File: src/rtl/lift_scheduler.sv
// rtl/lift_scheduler.sv - four-floor lift controller with SCAN ordering and a shared move/door counter
module lift_scheduler #(
  parameter int MOVE_CYCLES = 4,
  parameter int DOOR_CYCLES = 3
) (
  input  logic       clk,
  input  logic       rst,
  input  logic       req_valid,
  input  logic [1:0] req_floor,
  output logic       gndF,
  output logic       fstF,
  output logic       sndF,
  output logic       trdF,
  output logic [1:0] cur_floor,
  output logic       moving,
  output logic       dir_up,
  output logic       door_open,
  output logic [3:0] pending
);

  typedef enum logic [1:0] {
    S_IDLE = 2'd0,
    S_MOVE = 2'd1,
    S_DOOR = 2'd2
  } state_t;

  localparam logic [7:0] MOVE_LOAD = 8'(MOVE_CYCLES - 1);
  localparam logic [7:0] DOOR_LOAD = 8'(DOOR_CYCLES - 1);

  state_t     state_q, state_d;
  logic [1:0] floor_q, floor_d;
  logic [3:0] pending_q, pending_d;
  logic       dir_up_q, dir_up_d;
  logic [7:0] cnt_q, cnt_d;

  logic [1:0] next_floor;
  logic [3:0] clr_mask;
  logic [3:0] set_mask;
  logic       ahead_up;
  logic       ahead_down;
  logic       further;
  logic       hold_door;

  function automatic logic [3:0] onehot(input logic [1:0] f);
    return 4'b0001 << f;
  endfunction

  function automatic logic [3:0] above(input logic [1:0] f);
    return 4'b1110 << f;
  endfunction

  function automatic logic [3:0] below(input logic [1:0] f);
    return (4'b0001 << f) - 4'b0001;
  endfunction

  always_comb begin
    state_d    = state_q;
    floor_d    = floor_q;
    dir_up_d   = dir_up_q;
    cnt_d      = cnt_q;
    clr_mask   = 4'b0000;
    ahead_up   = |(pending_q & above(floor_q));
    ahead_down = |(pending_q & below(floor_q));
    next_floor = dir_up_q ? floor_q + 2'd1 : floor_q - 2'd1;
    further    = dir_up_q ? |(pending_q & above(next_floor))
                          : |(pending_q & below(next_floor));
    hold_door  = req_valid && (state_q == S_DOOR) && (req_floor == floor_q);

    case (state_q)
      S_IDLE: begin
        if (pending_q[floor_q]) begin
          state_d  = S_DOOR;
          clr_mask = onehot(floor_q);
          cnt_d    = DOOR_LOAD;
        end else if (|pending_q) begin
          state_d  = S_MOVE;
          cnt_d    = MOVE_LOAD;
          // SCAN: keep heading while work lies ahead, otherwise turn round
          dir_up_d = dir_up_q ? ahead_up : !ahead_down;
        end
      end
      S_MOVE: begin
        if (cnt_q != 8'd0) begin
          cnt_d = cnt_q - 8'd1;
        end else begin
          floor_d = next_floor;
          if (pending_q[next_floor]) begin
            state_d  = S_DOOR;
            clr_mask = onehot(next_floor);
            cnt_d    = DOOR_LOAD;
          end else if (further) begin
            cnt_d = MOVE_LOAD;
          end else begin
            state_d = S_IDLE;
          end
        end
      end
      S_DOOR: begin
        if (hold_door) begin
          cnt_d = DOOR_LOAD;
        end else if (cnt_q != 8'd0) begin
          cnt_d = cnt_q - 8'd1;
        end else begin
          state_d = S_IDLE;
        end
      end
      default: state_d = S_IDLE;
    endcase

    // A call for the floor being served this edge is absorbed by that service
    set_mask  = (req_valid && !hold_door) ? onehot(req_floor) : 4'b0000;
    set_mask  = set_mask & ~clr_mask;
    pending_d = (pending_q & ~clr_mask) | set_mask;
  end

  always_ff @(posedge clk) begin
    if (rst) begin
      state_q   <= S_IDLE;
      floor_q   <= 2'd0;
      pending_q <= 4'b0000;
      dir_up_q  <= 1'b1;
      cnt_q     <= 8'd0;
    end else begin
      state_q   <= state_d;
      floor_q   <= floor_d;
      pending_q <= pending_d;
      dir_up_q  <= dir_up_d;
      cnt_q     <= cnt_d;
    end
  end

  assign gndF      = (floor_q == 2'd0);
  assign fstF      = (floor_q == 2'd1);
  assign sndF      = (floor_q == 2'd2);
  assign trdF      = (floor_q == 2'd3);
  assign cur_floor = floor_q;
  assign moving    = (state_q == S_MOVE);
  assign door_open = (state_q == S_DOOR);
  assign dir_up    = dir_up_q;
  assign pending   = pending_q;

endmodule
File: config.mk
export PLATFORM = sky130hd
export DESIGN_NAME = lift_scheduler
export DESIGN_NICKNAME = d
export VERILOG_FILES = /design/src/rtl/lift_scheduler.sv
export SDC_FILE = /design/constraint.sdc
export NUM_CORES = 1
export LEC_CHECK = 0
export BUFFER_PORTS_ARGS = -buffer_cell sky130_fd_sc_hd__buf_2
export CORE_MARGIN = 1
export CORE_UTILIZATION = 60
export CTS_CLUSTER_DIAMETER = 100
export DETAILED_ROUTE_END_ITERATION = 6
export HOLD_SLACK_MARGIN = 0.12
export PLACE_DENSITY = 0.82
export SYNTH_ARGS = -nofsm -noshare
export SYNTH_HDL_FRONTEND = slang
export SYNTH_SLANG_ARGS = --single-unit
File: constraint.sdc
create_clock -name clk -period 6.91 [get_ports clk]
set_clock_uncertainty 0.1 [all_clocks]
set_input_delay 0.691 -clock clk [delete_from_list [all_inputs] [get_ports clk]]
set_output_delay 0.691 -clock clk [all_outputs]
set_load 0.005 [all_outputs]
=== Word level (Yosys, flattened, before mapping) ===
Cells that the tools add are included.
W data, S select, Z words.

* Register bits after elaboration: 17
* Output and inout port bits: 13
* Logic and storage cells: 86

* Add/sub/neg operators: 5
* Magnitude comparators: 2
* Equal/unequal tests: 13
* Shifts and indexed selects: 5
* Mux-type cells: 28
* Bitwise operators: 10
* Reduce and logical (&&, ||, !) cells: 18

{| class="wikitable"
|+ Operators with widths
! cell !! count
|-
| $mux W8 || 7
|-
| $and A4 B4 Y4 || 6
|-
| $pmux W8 S3 || 1
|-
| $reduce_or A4 Y1 || 5
|-
| $mux W2 || 8
|-
| $mux W4 || 4
|-
| $shl A1 B2 Y4 const A || 3
|-
| $pmux W4 S2 || 1
|-
| $reduce_bool A8 Y1 || 1
|-
| $shl A4 B2 Y4 const A || 2
|-
| $sub A4 B1 Y4 const B || 2
|-
| $sub A8 B1 Y8 const B || 1
|-
| $eq A2 B2 Y1 const B || 3
|-
| $lt A2 B3 Y1 const B || 2
|-
| $ne A2 B2 Y1 const B || 3
|-
| $pmux W2 S3 || 1
|-
| $reduce_and A5 Y1 || 1
|-
| $bmux W1 S2 || 2
|-
| $eq A2 B1 Y1 const B || 2
|-
| $logic_not A2 Y1 || 2
|-
| $mux W1 || 4
|-
| $ne A4 B1 Y1 const B || 1
|-
| $not A4 Y4 || 1
|-
| $or A4 B4 Y4 || 1
|-
| other kinds (13) || 17
|}

=== Logic depth before layout (Yosys ltp) ===
Gate-level depths: netlist of run 1.

* Depth in word-level cells: 11
* Mapped depth: 8

=== Worst setup path after synthesis of run 1 ===
Ideal clock, no wire load.

* Path type: flip-flop to flip-flop
* From: reg floor_q[0] (netlist: cur_floor[0])
* To: reg state_q[0]
* Library setup time: 0.121 ns
* Arrival time: 2.200 ns
* Data required time: 6.689 ns
* Setup slack: 4.490 ns
* Cell stages (with the launch flop): 8
* Period minus slack after synthesis: 2.420 ns
* Cells stage by stage: dfxtp_1 buf_6 inv_2 ha_1 xor2_2 mux4_2 o311ai_2 mux2_2

* Word-level cells in the longest chain between the ends: 9
* Elaborated cells between the ends (all ways): 25

{| class="wikitable"
|+ RTL lines
! item !! line !! source
|-
| start, declared || 31 || <nowiki>logic [1:0] floor_q, floor_d;</nowiki>
|-
| start signal, assigned || 125 || <nowiki>floor_q <= floor_d;</nowiki>
|-
| $sub A2 B1 Y2 or $add A2 B1 Y2 (tied branches) || 64 || <nowiki>next_floor = dir_up_q ? floor_q + 2'd1 : floor_q - 2'd1;</nowiki>
|-
| $mux W2 || 64 ||
|-
| $shl A1 B2 Y4 || 53 || <nowiki>return (4'b0001 << f) - 4'b0001;</nowiki>
|-
| $sub A4 B1 Y4 || 53 ||
|-
| $and A4 B4 Y4 || 66 || <nowiki>: |(pending_q & below(next_floor));</nowiki>
|-
| $reduce_or A4 Y1 || 66 ||
|-
| $mux W1 || 65 || <nowiki>further = dir_up_q ? |(pending_q & above(next_floor))</nowiki>
|-
| $ne A3 B2 Y1 (no source line) || - ||
|-
| $reduce_and A5 Y1 (no source line) || - ||
|-
| end signal, assigned || 124 || <nowiki>state_q <= state_d;</nowiki>
|-
| end, declared || 30 || <nowiki>state_t state_q, state_d;</nowiki>
|}

Several ways; a longest one is shown, not always the timed one. The select of a mux whose other input is x is not followed.
A chain may end at the register's enable or synchronous reset.

=== Final worst setup path of run 1 ===
* From: reg floor_q[0] (netlist: cur_floor[0])
* To: reg state_q[1]

The elaborated chain is that of the path after synthesis.

==> metrics.md, run 1 <==
| Metric | Value |
|---|---|
| Status | finished, final reports clean |
| DR WL/cell | 15.26 µm |
| Maximum VDD drop | 245.6 µV |
| DP Wirelength | 2.444 mm |
| Endpoints failing hold | 0 |
| Yosys top cell area share | 0.2418 |
| Die footprint | 2544 µm² |
| Antenna fix cells | 0 |
| Synthesized flop and latch total | 17 |
| Total routed wirelength | 3.204 mm |
| H-tree levels | 1 |
| Initial antenna violation count | 0 |
| Via count | 1303 |
| # hold bufs at CTS | 0 |
| Starting Density | 0.6363 |
| Crit-path cells | inv_2 -> ha_1 -> xor2_2 -> mux4_2 -> o311ai_2 -> mux2_2 |
| Cell depth of the worst setup path | 6 |
| Pins Over Slew Limit | 0 |
| Hold Startpoint | cnt_q[7] |
| Tmin final | 2.726 ns |
| First-pass GRT wire length | 5.402 mm |
| Vias in the first global route | 1278 |
| Lkg Pwr | 0.6092 nW |
| Startpoint Class | flop |
| EDFF count, synth | 0 |
| FF-to-FF Start | cur_floor[0] |
| Relative slew slack | 0.5759 |
| GRT Overall Usage | 0.2786 |
| Synthesized instance count | 166 |
| Worst-Margin Slew | 0.6303 ns |
| Synth area leader | dfxtp_1 |
| Post-cts resize count | 0 |
| Core region area | 2212 µm² |
| DR DRC count | 0 |
| Total CTS buffers | 3 |
| I/O pin total | 18 |
| I/O Buffers | 17 |
| Final cycle utilization of the critical path | 0.3945 |
| Flop-to-flop setup slack | 4.18 ns |
| CTS tree | done |
| Setup violators final | 0 |
| # fillers | 183 |
| Pre-Repair DR Iteration Count | 4 |
| Slowest stage delay, CP | 0.59 ns |
| Mean Syn Cell Area | 8.480 µm² |
| Max Buffers Root-to-Sink | 2 |
| Crit path kind | flop to flop |
| Clock Tree Root | clkbuf_4 |
| Clock transition at the registers of the reported paths | 0.10 ns |
| Layout cells sized above 1 | 0.2143 |
| Worst slack, placed | 4.210 ns |
| Sequential area share after synthesis | 0.2418 |
| Max-Cap Viols | 0 |
| Die Ht | 50.44 µm |
| Synth top area cells | dfxtp_1 (24%), ha_1 (8.9%), nor2_1 (5.3%) |
| Die width | 50.44 µm |
| Cell variety after synth | 56 |
| Worst hold slack | 0.4203 ns |
| Worst setup endpoint | state_q[1] |
| Min-delay worst type | flop to flop |
| R2R cell count | 6 |
| Crit path from | cur_floor[0] |
| P&R area growth vs syn | 7.289% |
| Worst-path fanout max | 11 |
| Synth Flop Type | dfxtp_1 |
| Post-Synthesis Cell Area | 1408 µm² |
| RSZ-0062 raised after global routing | no |
| Overflow left after global routing | 0 |
| Row count | 17 |
| DRT iter0 DRCs | 31 |
| Synth top cells by count | nor2_1 (20), dfxtp_1 (17), inv_1 (16), nand2_1 (11) |
| Fin nets | 198 |
| Setup crit end kind | flop |
| Syn Nets | 181 |
| Critical R2R Capture | state_q[1] |
| Peak Freq | 366.8 MHz |
| Vias/cell | 6.205 |
| Largest net degree at the start of global routing | 23 |
| Setup TNS | 0 ns |
| Crit-path slowest cell | dfxtp_1 |
| WP buf/inv | 1 |
| Asr flop ratio synth | 0 |
| Final setup margin | 4.184 ns |
| CP arrival | 2.82 ns |
| Routed Antenna Nets | 0 |
| Power density cells | 331.0 nW/µm² |
| Post-CTS Setup Inserts | 0 |
| Critical path required time | 7.01 ns |
| RD Place Congestion | 0.9040 |
| CTS Sinks | 17 |
| Pwr Total | 0.4999 mW |
| Critical path's top delay family | multiplexers |
| Count leader, synth | nor2_1 |
| Clk_lat worst skew | 0.30 ns |
| Synth warn | 0 |
-- cells by family (layout without fill, tap and decap cells) --
logic type	Yosys count	in the layout	synth area share
AOI/OAI and AO/OA	50	50	0.2791
xor gates and xnor gates	4	4	0.03023
adders and majority gates	10	10	0.08889
buffers and inverters	22	38	0.07644
DFF	17	17	0.2418
muxes	5	5	0.05511
and+or+nand+nor	58	58	0.2285
-- stage by stage --
stage | cell area (µm²) | util | cells
6_report | 1510 | 0.6827 | 210
3_3_place_gp | 1484 | 0.6708 | 206
4_1_cts | 1510 | 0.6827 | 210
5_1_grt | 1510 | 0.6827 | 210
3_5_place_dp | 1484 | 0.6708 | 206
2_1_floorplan | 1408 | - | 166
-- area by class of cell --
cell class	instances	area (µm²)	area share
Multi-Input combinational cell	127	959.7	0.6355
Sequential cell	17	340.3	0.2254
Timing Repair Buffer	17	85.08	0.05634
Inverter	17	63.81	0.04225
Tap cell	28	35.03	0.02320
Clock buffer	4	26.28	0.01740
-- layer usage --
metal,global-route usage,up-vias,share of wire
met5,0,-,0
met4,0.1250,0,0.016
met3,0.03939,5,0.038
met2,0.5222,35,0.52
met1,0.3052,624,0.42
li1,-,639,-
-- sequential cells by signal (all words and copies together), names as in the netlist --
register   flops
cnt_q          8
cur_floor      2
dir_up         1
pending        4
state_q        2
-- worst min-delay path by stage --
stage	endpoint	slack (ns)	depth (start not counted)
floorplan	cnt_q[7]	0.37	1
global placement	cnt_q[7]	0.39	1
detailed placement	cnt_q[7]	0.39	1
CTS	cnt_q[7]	0.42	1
global route	cnt_q[7]	0.46	1
finish	cnt_q[7]	0.42	1
-- placed cells by master (no fill, tap or decap), types with 2 or more instances in the layout --
| master | synthesis | final |
|---|---|---|
| nand2_1 | 11 | 11 |
| ha_1 | 10 | 10 |
| o21bai_1 | 2 | 2 |
| xnor2_1 | 3 | 3 |
| a21o_1 | 3 | 3 |
| o21a_1 | 2 | 2 |
| o31ai_1 | 2 | 2 |
| buf_2 | 0 | 17 |
| nand3_1 | 3 | 3 |
| dfxtp_1 | 17 | 17 |
| a41oi_1 | 2 | 2 |
| mux2_2 | 2 | 2 |
| a31oi_1 | 2 | 2 |
| a21oi_1 | 10 | 10 |
| mux4_2 | 2 | 2 |
| nand4_1 | 3 | 3 |
| nor4_1 | 3 | 3 |
| inv_1 | 16 | 16 |
| a2111oi_0 | 2 | 2 |
| nor2_1 | 20 | 20 |
| nand2b_1 | 6 | 6 |
| o311ai_1 | 3 | 3 |
| o21ai_0 | 6 | 6 |
| clkbuf_4 | 0 | 3 |
| a22oi_1 | 2 | 2 |
-- power by group --
group	switching, mW	internal, mW	leakage (nW)
registers	0.0325	0.117	0.139
clock network	0.0331	0.0225	0.0150
logic	0.172	0.123	0.455
total	0.237	0.263	0.609
Power figures use the tool's default switching activity.
==> run 2, diff against run 1 <==
Settings changed: CORE_UTILIZATION 60 to 57, PLACE_DENSITY 0.82 to 0.79.
Clock period 6.91 ns to 2.54 ns, I/O delays scaled along.
==> run 2 against run 1 <==
  * Worst setup slack worse by 3.9 ns
  * Power rose to 2.8 times the previous value
  * Worst hold slack worse by 0.22 ns
  * Critical path type unchanged
  * Clock power rose to 2.9 times the previous value
  * Global-route usage increased by 0.91 points
  * Highest routed layer unchanged
  * Largest cell class unchanged
  * Critical path depth did not move
  * Via count up 1.0%
==> metrics.md, run 2 (same netlist as run 1, synthesis figures left out) <==
| Metric | Value |
|---|---|
| Peak Freq | 433.9 MHz (+18%) |
| Via count | 1316 (+1.0%) |
| Crit-path slowest cell | ha_1 |
| Starting Density | 0.6185 (-0.01784) |
| Post-CTS Setup Inserts | 0 (unchanged) |
| DP Wirelength | 2.536 mm (+3.8%) |
| Pre-Repair DR Iteration Count | 4 (unchanged) |
| Status | finished, final reports clean |
| Max FFs per register | 8 (unchanged) |
| Clock transition at the registers of the reported paths | 0.12 ns (+0.02 ns) |
| Fin nets | 201 (+1.5%) |
| Max Buffers Root-to-Sink | 2 (unchanged) |
| Most flops, register | cnt_q |
| Pins Over Slew Limit | 0 (unchanged) |
| Min-delay worst type | primary input to flop |
| Critical path's top delay family | multiplexers |
| CTS tree | done |
| Slowest stage delay, CP | 0.39 ns (-0.20 ns) |
| Die Ht | 51.70 µm (+2.5%) |
| Clock Tree Root | clkbuf_4 |
| Antenna fix cells | 0 (unchanged) |
| Worst hold slack | 0.1990 ns (-0.2214 ns) |
| Crit-path cells | inv_2 -> ha_1 -> xor2_2 -> mux4_2 -> o311ai_2 -> mux2_2 |
| Setup TNS | 0 ns (unchanged) |
| Power density cells | 922.8 nW/µm² (+180%) |
| Core region area | 2276 µm² (+2.9%) |
| Util after Layout | 0.6740 (-0.008695) |
| First-pass GRT wire length | 5.651 mm (+4.6%) |
| Setup crit end kind | flop |
| FF-to-FF Start | cur_floor[0] |
| I/O Buffers | 17 (unchanged) |
| Vias in the first global route | 1276 (-0.16%) |
| Die footprint | 2672 µm² (+5.1%) |
| Crit path kind | flop to flop |
| Setup violators final | 0 (unchanged) |
| # hold bufs at CTS | 0 (unchanged) |
| Layout cells sized above 1 | 0.2324 (+0.01815) |
| Worst slack, placed | 0.2627 ns (-3.947 ns) |
| Worst-path fanout max | 7 (-4) |
| Critical path required time | 2.64 ns (-4.37 ns) |
| GRT Overall Usage | 0.2877 (+0.009113) |
| Largest net degree at the start of global routing | 23 (unchanged) |
| Tmin final | 2.305 ns (-0.4213 ns) |
| Post-cts resize count | 0 (unchanged) |
| WP buf/inv | 1 (unchanged) |
| Startpoint Class | flop |
| Maximum VDD drop | 583.1 µV (+140%) |
| Critical R2R Capture | state_q[1] |
| DRT iter0 DRCs | 33 (+6.5%) |
| CTS Sinks | 17 (unchanged) |
| CP arrival | 2.41 ns (-0.41 ns) |
| Final setup margin | 0.2353 ns (-3.949 ns) |
| Relative slew slack | 0.5885 (+0.01254) |
| Final cycle utilization of the critical path | 0.9074 (+0.5129) |
| R2R cell count | 6 (unchanged) |
| Total routed wirelength | 3.419 mm (+6.7%) |
| Lkg Pwr | 0.6271 nW (+2.9%) |
| Clk_lat worst skew | 0.31 ns (about the same) |
| H-tree levels | 1 (unchanged) |
| Hold Startpoint | req_floor[0] |
| Endpoints failing hold | 0 (unchanged) |
| Vias/cell | 6.178 (-0.42%) |
| Die width | 51.70 µm (+2.5%) |
| I/O pin total | 18 (unchanged) |
| DR DRC count | 0 (unchanged) |
| Overflow left after global routing | 0 (unchanged) |
| Routed Antenna Nets | 0 (unchanged) |
| Flop-to-flop setup slack | 0.24 ns (-3.95 ns) |
| Worst-Margin Slew | 0.6117 ns (-0.01863 ns) |
| RSZ-0062 raised after global routing | no |
| Row count | 17 (unchanged) |
| Most common cell after layout, fill and taps aside | nor2_1 |
| Total CTS buffers | 3 (unchanged) |
| Worst Hold End | pending[1] |
| Max-Cap Viols | 0 (unchanged) |
| P&R area growth vs syn | 8.978% |
| Initial antenna violation count | 0 (unchanged) |
| Most frequent cells in the layout | nor2_1 (20), dfxtp_1 (17), buf_2 (17) |
| DR WL/cell | 16.05 µm (+5.2%) |
| RD Place Congestion | 0.8373 (-7.4%) |
| Hold depth | 3 (+2) |
| Pwr Total | 1.415 mW (+180%) |
[run 2: cell count changes in the layout (fill, tap and decap cells not counted)]
cell | before | now
clkinv_2 | 0 | 1
buf_4 | 0 | 3
clkbuf_1 | 1 | 0
[run 2: metal layers]
metal | global-route usage | part of all wire | up-vias | wire (µm)
li1 | - | - | 646 | -
met1 | 0.3117 | 0.43 | 640 | 1454
met2 | 0.5584 | 0.53 | 25 | 1818
met3 | 0.02924 | 0.029 | 5 | 99
met4 | 0.1171 | 0.013 | 0 | 46
met5 | 0 | 0 | - | 0
[run 2: layout make-up]
type	count	area, µm²
flip-flops and latches	17	340.3
well taps	28	35.03
clock buffers	3	22.52
fillers	202	742.0
inverters	17	63.81
repair buffers	20	107.6
multi-input cells	127	959.7
clock inverters	1	5.005
[run 2: worst max path at each step]
stage | start | to | slack (ns) | depth (start not counted)
floorplan | cur_floor[0] | state_q[0] | 0.12 | 7
global placement | cur_floor[0] | state_q[0] | 0.37 | 6
detailed placement | cur_floor[0] | state_q[0] | 0.26 | 6
CTS | cur_floor[0] | state_q[0] | 0.24 | 6
global route | cur_floor[0] | state_q[0] | 0.12 | 6
finish | cur_floor[0] | state_q[1] | 0.24 | 6
[run 2: worst min-delay path: cells and delay by family]
kind                   cells  cell delay (ns)
AO/OA/AOI/OAI              2             0.20
buffers and inverters      1             0.13
[run 2: report_power, final]
part / internal, mW / total (mW) / switching (mW) / leakage, nW
sequential: 0.319 / 0.377 / 0.0581 / 0.139
combinational: 0.366 / 0.879 / 0.512 / 0.471
clock: 0.0589 / 0.160 / 0.101 / 0.0177
[run 2: through the flow]
step                      instances  cell area (µm²)
after floorplan                 166             1408
after global placement          209             1506
after detailed placement        209             1506
after CTS                       213             1534
after global routing            213             1534
final                           213             1534
